==> src/rtl/pipeline_restoring_divider.sv <==
// Pipelined restoring divider: WIDTH/WIDTH -> quotient + remainder, unsigned (two's complement when DIV_SIGNED_EN is defined).
// Latency WIDTH+1 cycles (WIDTH+2 with DIV_SIGNED_EN); throughput one result per cycle, in issue order.
// No backpressure: in_valid is sampled every cycle and results cannot be stalled.
module pipeline_restoring_divider #(
    parameter int WIDTH = 8
) (
    input  logic             clk,
    input  logic             rst_n,
    input  logic             in_valid,
    input  logic [WIDTH-1:0] dividend,
    input  logic [WIDTH-1:0] divisor,
    output logic             out_valid,
    output logic [WIDTH-1:0] quotient,
    output logic [WIDTH-1:0] remainder,
    output logic             div_by_zero
);

    typedef struct packed {
        logic             vld;
        logic             dbz;
`ifdef DIV_SIGNED_EN
        logic             q_neg;
        logic             r_neg;
`endif
        logic [WIDTH-1:0] rem;
        logic [WIDTH-1:0] quo;
        logic [WIDTH-1:0] den;
    } stage_t;

    // st[0] is the init stage; st[k] holds the state after quotient bit k.
    stage_t st [0:WIDTH];

    logic [WIDTH-1:0] a_mag;
    logic [WIDTH-1:0] b_mag;

    // One shift/trial-subtract step; the borrow out of the WIDTH+1 bit subtract selects restore.
    function automatic logic [2*WIDTH-1:0] div_step(input logic [WIDTH-1:0] rem,
                                                    input logic [WIDTH-1:0] quo,
                                                    input logic [WIDTH-1:0] den);
        logic [2*WIDTH:0] sh;
        logic [WIDTH:0]   trial;
        logic [WIDTH-1:0] rem_n;
        logic [WIDTH-1:0] quo_n;
        sh    = {1'b0, rem, quo} << 1;
        trial = sh[2*WIDTH:WIDTH] - {1'b0, den};
        quo_n = sh[WIDTH-1:0];
        if (trial[WIDTH]) begin
            rem_n = sh[2*WIDTH-1:WIDTH];
        end else begin
            rem_n    = trial[WIDTH-1:0];
            quo_n[0] = 1'b1;
        end
        return {rem_n, quo_n};
    endfunction

`ifdef DIV_SIGNED_EN
    assign a_mag = dividend[WIDTH-1] ? -dividend : dividend;
    assign b_mag = divisor[WIDTH-1]  ? -divisor  : divisor;
`else
    assign a_mag = dividend;
    assign b_mag = divisor;
`endif

    always_ff @(posedge clk or negedge rst_n) begin
        if (!rst_n) begin
            for (int k = 0; k <= WIDTH; k++) begin
                st[k] <= '0;
            end
        end else begin
            if (in_valid) begin
                st[0].vld   <= 1'b1;
                st[0].dbz   <= (divisor == '0);
`ifdef DIV_SIGNED_EN
                st[0].q_neg <= dividend[WIDTH-1] ^ divisor[WIDTH-1];
                st[0].r_neg <= dividend[WIDTH-1];
`endif
                st[0].rem   <= '0;
                st[0].quo   <= a_mag;
                st[0].den   <= b_mag;
            end else begin
                st[0].vld   <= 1'b0;
            end
            // Data fields only move with a valid token; bubbles just clear the valid bit.
            for (int k = 1; k <= WIDTH; k++) begin
                if (st[k-1].vld) begin
                    st[k]                  <= st[k-1];
                    {st[k].rem, st[k].quo} <= div_step(st[k-1].rem, st[k-1].quo, st[k-1].den);
                end else begin
                    st[k].vld              <= 1'b0;
                end
            end
        end
    end

`ifdef DIV_SIGNED_EN
    logic             fix_vld;
    logic             fix_dbz;
    logic [WIDTH-1:0] fix_quo;
    logic [WIDTH-1:0] fix_rem;

    // Sign fix: quotient truncates toward zero, remainder follows the dividend; x/0 forces -1.
    always_ff @(posedge clk or negedge rst_n) begin
        if (!rst_n) begin
            fix_vld <= 1'b0;
            fix_dbz <= 1'b0;
            fix_quo <= '0;
            fix_rem <= '0;
        end else begin
            fix_vld <= st[WIDTH].vld;
            if (st[WIDTH].vld) begin
                fix_dbz <= st[WIDTH].dbz;
                fix_quo <= st[WIDTH].dbz ? '1 :
                           (st[WIDTH].q_neg ? -st[WIDTH].quo : st[WIDTH].quo);
                fix_rem <= st[WIDTH].r_neg ? -st[WIDTH].rem : st[WIDTH].rem;
            end
        end
    end

    assign out_valid   = fix_vld;
    assign quotient    = fix_quo;
    assign remainder   = fix_rem;
    assign div_by_zero = fix_dbz;
`else
    assign out_valid   = st[WIDTH].vld;
    assign quotient    = st[WIDTH].quo;
    assign remainder   = st[WIDTH].rem;
    assign div_by_zero = st[WIDTH].dbz;
`endif

endmodule

==> config.mk <==
export PLATFORM = sky130hd
export DESIGN_NAME = pipeline_restoring_divider
export DESIGN_NICKNAME = d
export VERILOG_FILES = /design/src/rtl/pipeline_restoring_divider.sv
export SDC_FILE = /design/constraint.sdc
export NUM_CORES = 1
export LEC_CHECK = 0
export CORE_ASPECT_RATIO = 0.7
export CORE_MARGIN = 2
export CORE_UTILIZATION = 57
export DETAILED_ROUTE_END_ITERATION = 12
export GPL_TIMING_DRIVEN = 0
export MAX_ROUTING_LAYER = met4
export PLACE_DENSITY = 0.75
export SYNTH_ARGS = -nofsm -noshare
export SYNTH_HDL_FRONTEND = slang
export SYNTH_SLANG_ARGS = --single-unit
==> constraint.sdc <==
create_clock -name clk -period 2.7 [get_ports clk]
set_input_delay 0.54 -clock clk [delete_from_list [all_inputs] [get_ports clk]]
set_output_delay 0.54 -clock clk [all_outputs]
set_load 0.02 [all_outputs]
==> results_dict.tcl <==
set metrics [dict create \
    cp_slowest_cell "fa_2" \
    top_usage_layer "met1" \
    numCtsBuffers 22 \
    io_buffers 36 \
    fin_util 0.674 \
    finalCritPeriodShare 0.977 \
    p_leak_nw 5.73 \
    pwr_density_cell_nw_per_um2 1110 \
    synth_nets 1133 \
    drc 0 \
    max_freq_mhz 379 \
    slew_headroom 0.508 \
    gp_congestion 0.913 \
    peakVddDrop_mv 0.535 \
    grt_use_total 0.250 \
    synth_cell_types 48 \
    fin_area_um2 12800 \
    timing.final.crit_period_ns 2.64 \
    cts_tree "yes" \
    synth_edf_count 0 \
    gr-total-overflow 0 \
    rows 42 \
    cp-start-kind "flop" \
    first_pass_iters 5 \
    holdWs_ns 0.0230 \
    crit_chain "inv_2, ha_4, inv_2, fa_2, a211oi_4, nor3_2, mux2i_1, a2111oi_4, buf_6, mux2i_1, a21oi_1" \
    wl_um 23900 \
    ys.flop_type "dfrtp_1" \
    drtIter0Drc 654 \
    cts_buffer_depth 3 \
    drv_slew 0 \
    ant_nets 0 \
    drive_gt1_frac 0.169 \
    chipHeight_um 121 \
    slowest_delay_ns 0.42 \
    grt_max_degree 121 \
    coreArea_um2 19000 \
    hold_violations 0 \
    vias 7881 \
    met3_usage 0.0298 \
    fin_cells 1407 \
    root_buffer "clkbuf_16" \
    final_cell_mix "dfrtp_1 (217), nand2_1 (98), mux2_2 (88)" \
    setup_viol 0 \
    avgViaCountPerCell 5.60 \
    async_reset_ff_frac 1.00 \
    hold_buffers 0 \
    grt_pass1_wl_um 40000 \
    grt_pass1_vias 7746 \
    synth_area_um2 11100 \
    gr-usage-met2 0.335 \
    cp_max_fo 7 \
    startpoint "st[93]$_DFFE_PN0P_" \
    worstPathArrival_ns 3.01 \
    die-area_um2 20600 \
    worstPathRequired_ns 3.07 \
    status "finished, final reports clean" \
    hp-class "primary input to async pin" \
    worst_r2r_path_depth 11 \
    endpoint_kind "flop" \
    nets 1211 \
    wire_per_inst_um 17.0 \
    synth_area_per_cell_um2 10.6 \
    synthToLayoutAreaGrowth_pct 15.2 \
    die_width_um 171 \
    maxCapViolCount 0 \
    worstReg2RegStart "st[93]$_DFFE_PN0P_" \
    htree_levels 1 \
    cts_num_sinks 218 \
    n_antenna_cell 0 \
    dpl_cell_area_um2 11800 \
    start_util 0.585 \
    antenna_found_initial 0 \
    ios 37 \
    use_met1 0.413 \
    skew_ns 0.0211 \
    final_common_cell "dfrtp_1" \
    ys_ff_latch 218 \
    insertion_delay_ns 0.52 \
    netlist_instances 1049 \
    yosysWarnings 0 \
    clk_pin_slew_ns 0.06 \
    rsz0062_at_grt "true" \
    critical_path_class "flop to flop" \
    placed_cells 1350 \
    hpwl_um 17100 \
    yosysSeqAreaShare 0.492 \
    worstMarginPinSlew_ns 0.738 \
]
[sequential cells by signal, indices dropped and copies added, names as in the netlist]
name         count
out_valid        1
quotient         8
st             200
div_by_zero      1
remainder        8
[repair_timing]
item / CTS / global route
resized for setup: 8 / 20
setup endpoints to repair: 34 / 37
buffers inserted: 6 / 11
pin swaps: 6 / 12
[logic make-up (layout without fill, tap and decap cells)]
kind of cell / count (synthesis) / after routing / share of synthesized area
AO/OA/AOI/OAI: 228 / 228 / 0.125
XOR/XNOR: 35 / 35 / 0.0276
adder cells (fa/ha/maj): 65 / 65 / 0.0780
buffers and inverters: 142 / 236 / 0.0559
flip-flops: 218 / 218 / 0.492
multiplexers: 131 / 131 / 0.128
AND/OR/NAND/NOR: 230 / 230 / 0.0940
[synth_stat cells (all sizes together) (2+ instances only)]
cell	number	area (µm²)
inv	86	323
nand4b	4	35.0
nor4	3	25.0
nor2b	11	68.8
o21bai	4	30.0
o21a	7	52.6
clkbuf	31	116
xnor2	22	193
a311o	2	20.0
a21oi	73	365
o21ai	92	460
nor2	61	229
xor2	13	114
fa	7	140
mux2i	43	430
or3	3	18.8
a21o	7	52.6
a2111oi	3	82.6
a31o	4	35.0
o2bb2ai	3	26.3
a211o	3	26.3
mux2	88	991
o311ai	6	52.6
nand3	22	110
and2	3	18.8
nand2	98	368
ha	58	726
nand2b	12	75.1
buf	25	181
nor3	9	65.1
a31oi	6	37.5
a211oi	13	97.6
and3	2	12.5
dfrtp	218	5460
[power breakdown]
group          switching, W  leakage [nW]  internal [W]
clock network       0.00129         0.363       0.00178
logic               0.00332          2.68       0.00316
registers          0.000584          2.69       0.00408
total               0.00519          5.73       0.00902
[per-stage QoR]
| stage | total power (W) | worst slack [ns] | setup TNS, ns |
|---|---|---|---|
| floorplan | 0.00909 | 0.202 | 0 |
| global placement | 0.0103 | -8.06 | -1756.71 |
| detailed placement | 0.0105 | -0.206 | -3.78 |
| CTS | 0.0138 | 0.00599 | 0 |
| global route | 0.0151 | -0.0176 | -0.0176 |
| finish | 0.0142 | 0.0631 | 0 |
[area by class of cell]
cell class                 instances  area (µm²)
timing repair buffer              54         520
clock buffer                      34         656
fill                            1432        6190
inverter                          86         323
sequential                       218        5460
tap                              264         330
clock inverter                     6        80.1
multi-input combinational        689        5100
buffer                            56         309
[routing by layer]
layer	vias to the layer above	share of wire	wire, µm
li1	3755	-	-
met1	3947	0.54	12800
met3	27	0.043	1030
met2	152	0.41	9780
met4	0	0.010	251
met5	-	0	0
[path summary, 6_finish.rpt]
path,end,slack (ns)
max in group asynchronous,st[148]$_DFFE_PN0P_,1.61
worst max-delay path,st[71]$_DFFE_PN0P_,0.06
min in group clk,st[207]$_DFF_PN0_,0.37
worst min-delay path,st[214]$_DFFE_PN0P_,0.02
worst max register to register,st[71]$_DFFE_PN0P_,0.06
worst min register to register,st[207]$_DFF_PN0_,0.37
[worst max-delay path: cells and delay by family (launching register included)]
family | cells | cell delay (ns)
AOI/OAI and AO/OA | 3 | 0.72
adders and majority gates | 2 | 0.55
DFF | 1 | 0.40
muxes | 2 | 0.39
buffers and inverters | 3 | 0.32
and+or+nand+nor | 1 | 0.10
Power figures use the tool's default switching activity.
